### config.mk
export PLATFORM = sky130hd
export DESIGN_NAME = stream_byte_packer_flat
export DESIGN_NICKNAME = d
export VERILOG_FILES = /design/src/rtl/stream_packer_pkg.sv /design/src/rtl/stream_byte_packer_if.sv /design/src/rtl/stream_packer_slot.sv /design/src/rtl/stream_byte_packer.sv /design/src/flat_wrapper.sv
export SDC_FILE = /design/constraint.sdc
export NUM_CORES = 1
export LEC_CHECK = 0
export BUFFER_PORTS_ARGS = -buffer_cell sky130_fd_sc_hd__clkbuf_2
export CAP_MARGIN = 0
export CORE_MARGIN = 2
export CORE_UTILIZATION = 40
export CTS_CLUSTER_SIZE = 28
export DETAILED_ROUTE_END_ITERATION = 12
export PLACE_DENSITY_LB_ADDON = 0.15
export SKIP_CTS_REPAIR_TIMING = 1
export SLEW_MARGIN = 20
export SYNTH_ARGS = -nofsm -noshare
export SYNTH_HDL_FRONTEND = slang
export SYNTH_SLANG_ARGS = --single-unit
### constraint.sdc
create_clock -name clk -period 2.6 [get_ports clk]
set_input_delay 0.52 -clock clk [delete_from_list [all_inputs] [get_ports clk]]
set_output_delay 0.52 -clock clk [all_outputs]
set_load 0.02 [all_outputs]
### src/rtl/stream_packer_pkg.sv
// Shared types and helpers for the stream byte packer.
package stream_packer_pkg;

    localparam int BYTE_W = 8;

    typedef enum logic [1:0] {
        IDLE,
        FULL,
        STALL
    } state_t;

    function automatic int lane_w(input int n);
        return (n > 1) ? $clog2(n) : 1;
    endfunction

endpackage

### src/rtl/stream_byte_packer_if.sv
// Byte-in / word-out ready-valid bundle; slave is the packer, master the surrounding logic.
interface stream_byte_packer_if #(
    parameter int NUM_BYTES = 4
) ();
    logic                   i_valid_i;
    logic [7:0]             i_data_i;
    logic                   i_last_i;
    logic                   i_ready_o;
    logic                   e_valid_o;
    logic [8*NUM_BYTES-1:0] e_data_o;
    logic [NUM_BYTES-1:0]   e_strb_o;
    logic                   e_last_o;
    logic                   e_ready_i;

    modport slave (
        input  i_valid_i, i_data_i, i_last_i, e_ready_i,
        output i_ready_o, e_valid_o, e_data_o, e_strb_o, e_last_o
    );

    modport master (
        output i_valid_i, i_data_i, i_last_i, e_ready_i,
        input  i_ready_o, e_valid_o, e_data_o, e_strb_o, e_last_o
    );
endinterface

### src/rtl/stream_packer_slot.sv
// Output word register with IDLE/FULL/STALL control; input ready comes from state alone.
module stream_packer_slot
    import stream_packer_pkg::*;
#(
    parameter int NUM_BYTES = 4
) (
    input  logic                        clk,
    input  logic                        reset,
    input  logic                        done,
    input  logic [BYTE_W*NUM_BYTES-1:0] cand_data,
    input  logic [NUM_BYTES-1:0]        cand_strb,
    input  logic                        cand_last,
    input  logic                        out_ready,
    output logic                        out_valid,
    output logic [BYTE_W*NUM_BYTES-1:0] out_data,
    output logic [NUM_BYTES-1:0]        out_strb,
    output logic                        out_last,
    output logic                        in_ready,
    output logic                        take
);
    state_t state, state_next;
    logic   out_xfer;

    always_ff @(posedge clk or negedge reset) begin
        if (!reset) begin
            state    <= IDLE;
            out_data <= '0;
            out_strb <= '0;
            out_last <= 1'b0;
        end else begin
            state <= state_next;
            if (take) begin
                out_data <= cand_data;
                out_strb <= cand_strb;
                out_last <= cand_last;
            end
        end
    end

    always_comb begin
        state_next = state;
        case (state)
            IDLE:    if (done) state_next = FULL;
            FULL: begin
                if (done && !out_xfer)      state_next = STALL;
                else if (!done && out_xfer) state_next = IDLE;
            end
            STALL:   if (out_xfer) state_next = FULL;
            default: state_next = IDLE;
        endcase
    end

    always_comb begin
        out_valid = (state != IDLE);
        in_ready  = (state != STALL);
        out_xfer  = out_valid & out_ready;
        take      = 1'b0;
        case (state)
            IDLE:    take = done;
            FULL:    take = done & out_xfer;
            STALL:   take = out_xfer;
            default: take = 1'b0;
        endcase
    end
endmodule

### src/rtl/stream_byte_packer.sv
// Packs a byte stream into NUM_BYTES-wide words with strobes and early termination.
// Optional idle flush of partial words: define STREAM_PACKER_TIMEOUT_EN.
module stream_byte_packer
    import stream_packer_pkg::*;
#(
    parameter int NUM_BYTES      = 4,
    parameter int TIMEOUT_CYCLES = 16
) (
    input  logic                 clk,
    input  logic                 reset,
    stream_byte_packer_if.slave  bus
);
    localparam int LW = lane_w(NUM_BYTES);

    if (NUM_BYTES < 2 || TIMEOUT_CYCLES < 1) begin : g_param_check
        $error("stream_byte_packer: NUM_BYTES must be >= 2 and TIMEOUT_CYCLES >= 1");
    end

    logic [LW-1:0]               cnt;
    logic [BYTE_W*NUM_BYTES-1:0] acc_data, cand_data;
    logic [NUM_BYTES-1:0]        acc_strb, cand_strb;
    logic                        acc_last, cand_last;
    logic                        in_xfer, timeout, done, take;

    assign in_xfer = bus.i_valid_i & bus.i_ready_o;

`ifdef STREAM_PACKER_TIMEOUT_EN
    localparam int TW = lane_w(TIMEOUT_CYCLES);
    logic [TW-1:0] idle_cnt;

    assign timeout = (cnt != '0) && !in_xfer && (idle_cnt == TW'(TIMEOUT_CYCLES - 1));

    always_ff @(posedge clk or negedge reset) begin
        if (!reset)                             idle_cnt <= '0;
        else if (in_xfer || cnt == '0 || timeout) idle_cnt <= '0;
        else                                    idle_cnt <= idle_cnt + TW'(1);
    end
`else
    assign timeout = 1'b0;
`endif

    // Candidate word = accumulator merged with the byte arriving this cycle.
    always_comb begin
        cand_data = acc_data;
        cand_strb = acc_strb;
        cand_last = acc_last | timeout;
        if (in_xfer) begin
            for (int unsigned k = 0; k < NUM_BYTES; k++) begin
                if (cnt == LW'(k)) begin
                    cand_data[BYTE_W*k +: BYTE_W] = bus.i_data_i;
                    cand_strb[k]                  = 1'b1;
                end
            end
            cand_last = bus.i_last_i;
        end
    end

    assign done = (in_xfer && (bus.i_last_i || cnt == LW'(NUM_BYTES - 1))) || timeout;

    // A completed word the slot cannot take stays in the accumulator until drained.
    always_ff @(posedge clk or negedge reset) begin
        if (!reset) begin
            cnt      <= '0;
            acc_data <= '0;
            acc_strb <= '0;
            acc_last <= 1'b0;
        end else begin
            if (done)         cnt <= '0;
            else if (in_xfer) cnt <= cnt + LW'(1);

            if (take) begin
                acc_data <= '0;
                acc_strb <= '0;
                acc_last <= 1'b0;
            end else if (in_xfer || timeout) begin
                acc_data <= cand_data;
                acc_strb <= cand_strb;
                acc_last <= cand_last;
            end
        end
    end

    stream_packer_slot #(
        .NUM_BYTES(NUM_BYTES)
    ) u_slot (
        .clk       (clk),
        .reset     (reset),
        .done      (done),
        .cand_data (cand_data),
        .cand_strb (cand_strb),
        .cand_last (cand_last),
        .out_ready (bus.e_ready_i),
        .out_valid (bus.e_valid_o),
        .out_data  (bus.e_data_o),
        .out_strb  (bus.e_strb_o),
        .out_last  (bus.e_last_o),
        .in_ready  (bus.i_ready_o),
        .take      (take)
    );
endmodule

### src/flat_wrapper.sv
// flat-port wrapper written by rule: the top's interface ports become plain ports
module stream_byte_packer_flat import stream_packer_pkg::*;
#(
    parameter int NUM_BYTES      = 4,
    parameter int TIMEOUT_CYCLES = 16
)
  (clk, reset, bus_i_valid_i, bus_i_data_i, bus_i_last_i, bus_e_ready_i, bus_i_ready_o, bus_e_valid_o, bus_e_data_o, bus_e_strb_o, bus_e_last_o);
  stream_byte_packer_if #(.NUM_BYTES(NUM_BYTES)) bus_i ();
  input  logic clk;
  input  logic reset;
  input wire logic [$bits(bus_i.i_valid_i)-1:0] bus_i_valid_i;
  input wire logic [$bits(bus_i.i_data_i)-1:0] bus_i_data_i;
  input wire logic [$bits(bus_i.i_last_i)-1:0] bus_i_last_i;
  input wire logic [$bits(bus_i.e_ready_i)-1:0] bus_e_ready_i;
  output wire logic [$bits(bus_i.i_ready_o)-1:0] bus_i_ready_o;
  output wire logic [$bits(bus_i.e_valid_o)-1:0] bus_e_valid_o;
  output wire logic [$bits(bus_i.e_data_o)-1:0] bus_e_data_o;
  output wire logic [$bits(bus_i.e_strb_o)-1:0] bus_e_strb_o;
  output wire logic [$bits(bus_i.e_last_o)-1:0] bus_e_last_o;
  assign bus_i.i_valid_i = bus_i_valid_i;
  assign bus_i.i_data_i = bus_i_data_i;
  assign bus_i.i_last_i = bus_i_last_i;
  assign bus_i.e_ready_i = bus_e_ready_i;
  assign bus_i_ready_o = bus_i.i_ready_o;
  assign bus_e_valid_o = bus_i.e_valid_o;
  assign bus_e_data_o = bus_i.e_data_o;
  assign bus_e_strb_o = bus_i.e_strb_o;
  assign bus_e_last_o = bus_i.e_last_o;
  stream_byte_packer #(.NUM_BYTES(NUM_BYTES), .TIMEOUT_CYCLES(TIMEOUT_CYCLES)) u_core (.clk(clk), .reset(reset), .bus(bus_i));
endmodule
Word-level counts from Yosys, hierarchy flattened
Index checks and enable logic that the tools add are counted.

cells by class
  muxes and demuxes = 25
  reductions and logical operators = 12
  bitwise operators = 3
  equality and inequality tests = 9
  add/sub/neg operators = 1

operator list
  kind                   count
  $mux W32               3
  $mux W8                4
  $mux W2                6
  $mux W4                3
  $mux W1                7
  $eq A2 B2 Y1 const B   3
  $ne A2 B2 Y1 const B   3
  $pmux W2 S3            1
  $reduce_bool A2 Y1     3
  $eq A2 B1 Y1 const B   2
  $logic_not A2 Y1       2
  $and A1 B1 Y1          3
  $logic_and A1 B1 Y1    3
  $ne A3 B3 Y1 const B   1
  $pmux W1 S3            1
  $reduce_and A3 Y1      1
  $add A2 B1 Y2 const B  1
  $logic_not A1 Y1       2
  $logic_or A1 B1 Y1     1

word-level totals
  register bits after elaboration = 78
  input bits = 13

Longest topological paths before layout
Gate-level depths: netlist (run 1).

  depth in word-level cells = 8
  mapped depth = 12
  mapped depth without buffers = 8

Modules after synthesis
Synthesis (run 1) repeated with hierarchy kept, for this count alone.

unflattened totals
  cell total of the unflattened synthesis = 280
  area total of the unflattened synthesis = 3819.9 um^2

by module, submodules not included
  module              area each (um^2)  cells each  times used  sequential area each (um^2)
  stream_byte_packer  2228.4            188         1           975.9
  stream_packer_slot  1591.5            92          1           975.9

Least setup slack after synthesis (run 1)
Ideal clock, no wire load.

  path type = flip-flop to flip-flop
  start = register u_core.u_slot.state[1]
  end = register u_core.u_slot.out_strb[0]
  data arrival time = 2.259 ns
  setup time = 0.128 ns
  path slack = 0.214 ns
  cell stages (with the launch flop) = 10
  period minus slack after synthesis = 2.386 ns
  path buffers = 3
  cells stage by stage = dfrtp_1 > nor2_1 > clkbuf_1 > nor2b_1 > ha_1 > and3b_1 > clkbuf_1 > a211o_1 > buf_2 > mux2_1

between the ends
  word-level cells in the longest chain between the ends = 5
  elaborated cells on any way between the ends = 11
  those cells by class = eq/ne (3); mux (2); bitwise (3); reduce/logical (3)

ends and longest elaborated chain
  item                      line                      source
  start: declaration        stream_packer_slot.sv:21  state_t state, state_next;
  start signal: assignment  stream_packer_slot.sv:31  state <= state_next;
  $ne A2 B2 Y1              stream_packer_slot.sv:55  in_ready = (state != STALL);
  $and A1 B1 Y1             stream_byte_packer.sv:25  assign in_xfer = bus.i_valid_i & bus.i_ready_o;
  $logic_and A1 B1 Y1       stream_byte_packer.sv:58  assign done = (in_xfer && (bus.i_last_i || cnt == LW'(NUM_BYTES - 1))) || timeout;
  $and A1 B1 Y1             stream_packer_slot.sv:60  FULL: take = done & out_xfer;
  $pmux W1 S3               stream_packer_slot.sv:58  case (state)
  end signal: assignment    stream_packer_slot.sv:34  out_strb <= cand_strb;
  end: declaration          stream_packer_slot.sv:16  output logic [NUM_BYTES-1:0] out_strb,

Several ways; a longest one is shown, not always the timed one.
A chain may end at the register's enable or synchronous reset.

Worst setup path after layout (run 1)
  start = register u_core.cnt[0]
  end = register u_core.u_slot.out_data[19]

between the ends
  word-level cells in the longest chain between the ends = 5
  elaborated cells on any way between the ends = 8
  those cells by class = eq/ne (2); mux (3); bitwise (1); reduce/logical (2)

ends and longest elaborated chain
  item                      line                      source
  start: declaration        stream_byte_packer.sv:19  logic [LW-1:0] cnt;
  start signal: assignment  stream_byte_packer.sv:69  else if (in_xfer) cnt <= cnt + LW'(1);
  $eq A2 B2 Y1              stream_byte_packer.sv:58
  $logic_or A1 B1 Y1        stream_byte_packer.sv:58
  $logic_and A1 B1 Y1       stream_byte_packer.sv:58
  $and A1 B1 Y1             stream_packer_slot.sv:60
  $pmux W1 S3               stream_packer_slot.sv:58
  end signal: assignment    stream_packer_slot.sv:33  out_data <= cand_data;
  end: declaration          stream_packer_slot.sv:15  output logic [BYTE_W*NUM_BYTES-1:0] out_data,

Several ways; a longest one is shown, not always the timed one.

==> metrics.cfg, run 1 <==
[worst_setup_path]
cpPeakStageDelay_ns = 0.43
end_kind = register
start_kind = register
cpMaxStageDelayCell = dfrtp_1
worstPathMaxFanout = 18
cp.required_ns = 2.87
path_class = reg -> reg
r2r_slack_ns = 0.37
cp_cell_sequence = ha_1 -> nor2_1 -> nor2_1 -> ha_1 -> and3b_1 -> a211o_2 -> buf_4 -> a31oi_1
crit_arrival_ns = 2.50

[grt]
grtUsageTotal_pct = 20.2
antenna_found_initial = 0
grt-ovfl-total = 0
grt_max_degree = 79
grt_pass1_wl_um = 15100
grt_pass1_vias = 2792

[detailed_routing]
drt_iter0_drc = 276
routed_wl_um = 9250
drc = 0
via_per_inst = 5.94
drt_pass1_iterations = 4
ant_nets = 0
vias = 2843
wl_per_cell_um = 19.3

[synthesis]
syn_area_per_cell_um2 = 10.5
synth_xor_area_share_pct = 0
synth_compound_area_share_pct = 26.1
syn_nets = 348
synth_ff_type = dfrtp_1
synth_top_family_by_area = compound AO/OA/AOI/OAI gates
synth_seq_cells = 78
yosysUniqueCellTypes = 28
synth_cells = 329
yosys_warnings = 0
yosys.area_share.adder_pct = 2.18
muxShareOfSynthArea_pct = 1.60
ys_top_cells_by_count = 78 x dfrtp_1, 36 x o21ai_0, 34 x a21oi_1
synth_edf_count = 0
synth_area_leader_cell = dfrtp_1
yosys.area_share.simple_pct = 8.54
syn-cell-area_um2 = 3440
async_flop_share_pct = 100
yosysTopAreaCellShare_pct = 56.7
yosysMostFrequentCell = dfrtp_1
synth.area.top_cells = dfrtp_1 57%, a2111oi_0 8.4%, a31oi_1 6.0%
ys_seq_area_share_pct = 56.7

[cells_and_area]
stdcell_area_um2 = 4030
instances_no_fill = 479
fin_nets = 388
final_core_util_pct = 48.5
final_layout_size_suffix_gt1_share_pct = 21.7
antennaDiodeCount = 0
area_growth_pct = 16.9

[clock_network]
path_clk_slew_ns = 0.08
cts_sinks = 78
clk_latency_ns = 0.34
cts_root_buffer = clkbuf_8
clk_path_buf_depth = 2
htree_levels = 3
cts_tree = done
cts_inserted_buffers = 9

[die]
core_um2 = 8300
pin_count = 52
dieArea_um2 = 9360
die_y_um = 96.8
fp.dieW_um = 96.8
initial_utilization_pct = 41.5
num_rows = 33

[sta]
max_freq_ghz = 0.448
slew_headroom_pct = 69.7
worst_slew_pin_slew_ns = 0.443
clock_skew_ns = 0.00670
fin_crit_sh_pct = 85.8
layout_setup_ws_ns = 0.369
fin_crit_ns = 2.23
rsz0062_at_grt = no
finalHoldViolCount = 0
setup_viol = 0
finalSetupTns_ns = 0
drv_slew = 0

[flow_run]
drv_cap = 0

[placement]
hpwlAfterDp_um = 5740
preCtsSetupSlack_ns = 0.394
dpl_cell_area_um2 = 3810
io_buffer_count = 51
gp_congestion = 0.757
post-place-cells = 463

[power]
power_density_nw_per_um2 = 1230
vdd_drop_max_mv = 0.550
p_leak_nw = 1.77

[worst_hold_path]
hold_path_class = in -> async

[outcome]
status = finished, final reports clean

## where the power goes
part / total (W) / switching (W) / internal (W)
sequential: 0.00200 / 0.000245 / 0.00175
combinational: 0.00193 / 0.00126 / 0.000675
clock: 0.00100 / 0.000436 / 0.000565
## logic make-up (layout without fill, tap and decap cells)
family,count (synthesis),in the layout
simple gates,56,56
fa+ha+maj,6,6
flops,78,78
compound gates,143,143
buf+inv,41,86
mux,5,5
## placed cells by master (no fill, tap or decap)
cell type / count
o21a_1: 1
a22oi_1: 1
a2111oi_0: 33
dfrtp_1: 78
nor3_1: 1
clkbuf_2: 50
buf_4: 11
buf_12: 2
nand3_1: 33
clkbuf_8: 10
nor2b_1: 4
nor2_2: 1
inv_2: 1
bufinv_16: 2
a21oi_1: 34
o21bai_1: 1
nor2_1: 3
or4bb_1: 1
a211o_2: 1
mux2_2: 1
and3b_1: 2
inv_1: 6
clkinv_2: 2
a31oi_1: 33
nand2_1: 6
o21ai_0: 36
mux2i_1: 1
ha_1: 6
and2_1: 4
and2b_1: 1
clkbuf_1: 2
a21o_1: 3
mux2_1: 3
## registers in the layout, indices dropped and copies added, names as in the netlist
signal                  flops
u_core.u_slot.out_data     32
u_core.cnt                  2
u_core.u_slot.state         2
u_core.u_slot.out_strb      4
u_core.acc_data            32
u_core.u_slot.out_last      1
u_core.acc_strb             4
u_core.acc_last             1
## final timing paths
kind	start	to	cells past startpoint
max	u_core.cnt[0]	u_core.u_slot.out_data[19]	8
min	reset	u_core.u_slot.state[0]	2
max reg2reg	u_core.cnt[0]	u_core.u_slot.out_data[19]	8
min reg2reg	u_core.u_slot.out_strb[2]	u_core.u_slot.out_strb[2]	1
max in group asynchronous	reset	u_core.acc_data[14]	2
min in group clk	bus_e_ready_i	u_core.u_slot.state[1]	2
## routing by layer
metal	wire, um	part of all wire, %	GRT usage (%)
met5	0	0	0
met4	78	0.84	5.53
met3	420	4.5	3.32
met2	4510	49	32.1
met1	4240	46	29.0
## per-stage QoR
stage	total power [W]	hold WS, ns
floorplan	0.00328	0.224
global placement	0.00392	0.469
detailed placement	0.00397	0.482
CTS	0.00498	0.214
global route	0.00528	0.219
finish	0.00493	0.145
## worst max-delay path, delay by kind of cell (launching register included)
family,cells,cell delay (ns)
AOI/OAI and AO/OA,2,0.60
adders and majority gates,2,0.44
buffers and inverters,1,0.26
DFF,1,0.43
and+or+nand+nor,3,0.41
## final cells by class
cell class / count / area [um^2]
flip-flops and latches: 78 / 1950
inverters: 7 / 26.3
clock inverters: 4 / 70.1
repair buffers: 63 / 373
fillers: 785 / 4270
well taps: 105 / 131
clock buffers: 12 / 145
multi-input cells: 210 / 1330
No activity file was read; power rests on OpenSTA's default activity.
==> inputs of run 2 (changes only) <==
--- a/config.mk
+++ b/config.mk
@@ -8,10 +8,10 @@
 export BUFFER_PORTS_ARGS = -buffer_cell sky130_fd_sc_hd__clkbuf_2
 export CAP_MARGIN = 0
 export CORE_MARGIN = 2
-export CORE_UTILIZATION = 40
+export CORE_UTILIZATION = 55
 export CTS_CLUSTER_SIZE = 28
 export DETAILED_ROUTE_END_ITERATION = 12
-export PLACE_DENSITY_LB_ADDON = 0.15
+export PLACE_DENSITY = 0.83
 export SKIP_CTS_REPAIR_TIMING = 1
 export SLEW_MARGIN = 20
 export SYNTH_ARGS = -nofsm -noshare
==> run 2 against run 1 <==
  * Hold slack improved by 0.17 ns
  * Clock skew increased by 0.0025 ns
  * Power decreased by 0.47%
  * Global-route usage increased by 6.2 points
  * First-iteration DRC count increased by 18%
  * Count of clock-buffer cells in the layout decreased by 2
==> metrics.cfg, run 2 (synthesis gave the netlist of run 1 again) <==
[detailed_routing]
drc = 0
ant_nets = 0
drt_iter0_drc = 326
wl_per_cell_um = 19.6
drt_pass1_iterations = 5
vias = 2964
via_per_inst = 6.68
routed_wl_um = 8700

[clock_network]
htree_levels = 3
clk_path_buf_depth = 2
cts_root_buffer = clkbuf_8
path_clk_slew_ns = 0.08
cts_inserted_buffers = 9
cts_sinks = 78
cts_tree = done
clk_latency_ns = 0.35

[grt]
grt_pass1_wl_um = 14600
grt-ovfl-total = 0
grt_pass1_vias = 2916
grtUsageTotal_pct = 26.4
grt_max_degree = 79
antenna_found_initial = 0

[die]
die_y_um = 83.1
dieArea_um2 = 6910
num_rows = 28
core_um2 = 5990
fp.dieW_um = 83.1
pin_count = 52
initial_utilization_pct = 57.5

[power]
p_total_w = 0.00491
p_leak_nw = 1.74
power_density_nw_per_um2 = 1250
vdd_drop_max_mv = 0.710

[worst_setup_path]
cp.required_ns = 2.87
cpMaxStageDelayCell = dfrtp_1
crit_arrival_ns = 2.61
rr_worst_depth = 8
start_kind = register
cpPeakStageDelay_ns = 0.44
path_class = reg -> reg
worstPathMaxFanout = 38
end_kind = register
cp_cell_sequence = ha_1 -> nor2_1 -> nor2_1 -> ha_1 -> and3b_1 -> a211o_2 -> buf_4 -> a31oi_1

[sta]
worst_slew_pin_slew_ns = 0.967
fin_crit_ns = 2.34
fin_crit_sh_pct = 90.1
finalHoldViolCount = 0
clock_skew_ns = 0.00918
rsz0062_at_grt = no
slew_headroom_pct = 35.5
drv_slew = 0
max_freq_ghz = 0.427
finalSetupTns_ns = 0
setup_viol = 0

[cells_and_area]
final_layout_size_suffix_gt1_share_pct = 21.1
mostFrequentLayoutCell = dfrtp_1
fillers = 473
antennaDiodeCount = 0
fin_nets = 385
final_cell_mix = 78 x dfrtp_1, 50 x clkbuf_2, 36 x o21ai_0
reg_top3 = u_core.acc_data (32), u_core.u_slot.out_data (32)
area_growth_pct = 14.3

[worst_hold_path]
hold_path_class = in -> async

[placement]
gp_congestion = 0.788
hpwlAfterDp_um = 5430
io_buffer_count = 51

[outcome]
status = finished, final reports clean

[flow_run]
drv_cap = 0

## run 2: cell count changes in the layout (fill, tap and decap cells not counted), sizes merged
cell / change
buf: -3
clkbuf: -2
clkinv: -1
clkinvlp: +1
## run 2: critical path, delay by kind of cell (launching register included)
family	cells	cell delay [ns]
DFF	1	0.44
and+or+nand+nor	3	0.43
AOI/OAI and AO/OA	2	0.60
adders and majority gates	2	0.46
buffers and inverters	1	0.30
## run 2: per-stage QoR
| stage | cell area [um^2] | setup WS (ns) | hold WS [ns] | utilization [%] | instances |
|---|---|---|---|---|---|
| floorplan | 3440 | 0.214 | 0.224 | - | 329 |
| global placement | 3720 | 0.329 | 0.466 | 62.2 | 430 |
| detailed placement | 3720 | 0.215 | 0.485 | 62.2 | 430 |
| CTS | 3940 | 0.276 | 0.363 | 65.7 | 444 |
| global route | 3940 | 0.0899 | 0.397 | 65.7 | 444 |
| finish | 3940 | 0.259 | 0.315 | 65.7 | 444 |
## run 2: report_power, final
group / switching, W / total, W / internal [W]
combinational: 0.00126 / 0.00191 / 0.000653
clock: 0.000438 / 0.000992 / 0.000555
sequential: 0.000250 / 0.00201 / 0.00176
total: 0.00195 / 0.00491 / 0.00296
## run 2: path summary, 6_finish.rpt
path | startpoint | end | slack [ns]
setup / recovery | u_core.cnt[0] | u_core.u_slot.out_data[30] | 0.26
hold / removal | reset | u_core.cnt[1] | 0.32
setup reg to reg | u_core.cnt[0] | u_core.u_slot.out_data[30] | 0.26
hold reg to reg | u_core.u_slot.out_strb[0] | u_core.u_slot.out_strb[0] | 0.50
max in group asynchronous | reset | u_core.acc_data[12] | 1.65
min in group clk | bus_e_ready_i | u_core.u_slot.state[1] | 0.38
## run 2: final cells by class
class / instances / area, um^2 / share of cell area (%)
multi-input cells: 210 / 1330 / 33.7
repair buffers: 60 / 325 / 8.27
well taps: 75 / 93.8 / 2.38
inverters: 7 / 26.3 / 0.668
clock buffers: 10 / 138 / 3.50
clock inverters: 4 / 72.6 / 1.84
flip-flops and latches: 78 / 1950 / 49.6
## run 2: per-layer routing
metal | global-route usage (%) | vias to the layer above | part of all wire [%]
met5 | 0 | - | 0
met4 | 10.6 | 0 | 2.2
met3 | 5.57 | 20 | 7.9
met2 | 38.8 | 140 | 46
met1 | 38.4 | 1475 | 44
li1 | - | 1329 | -
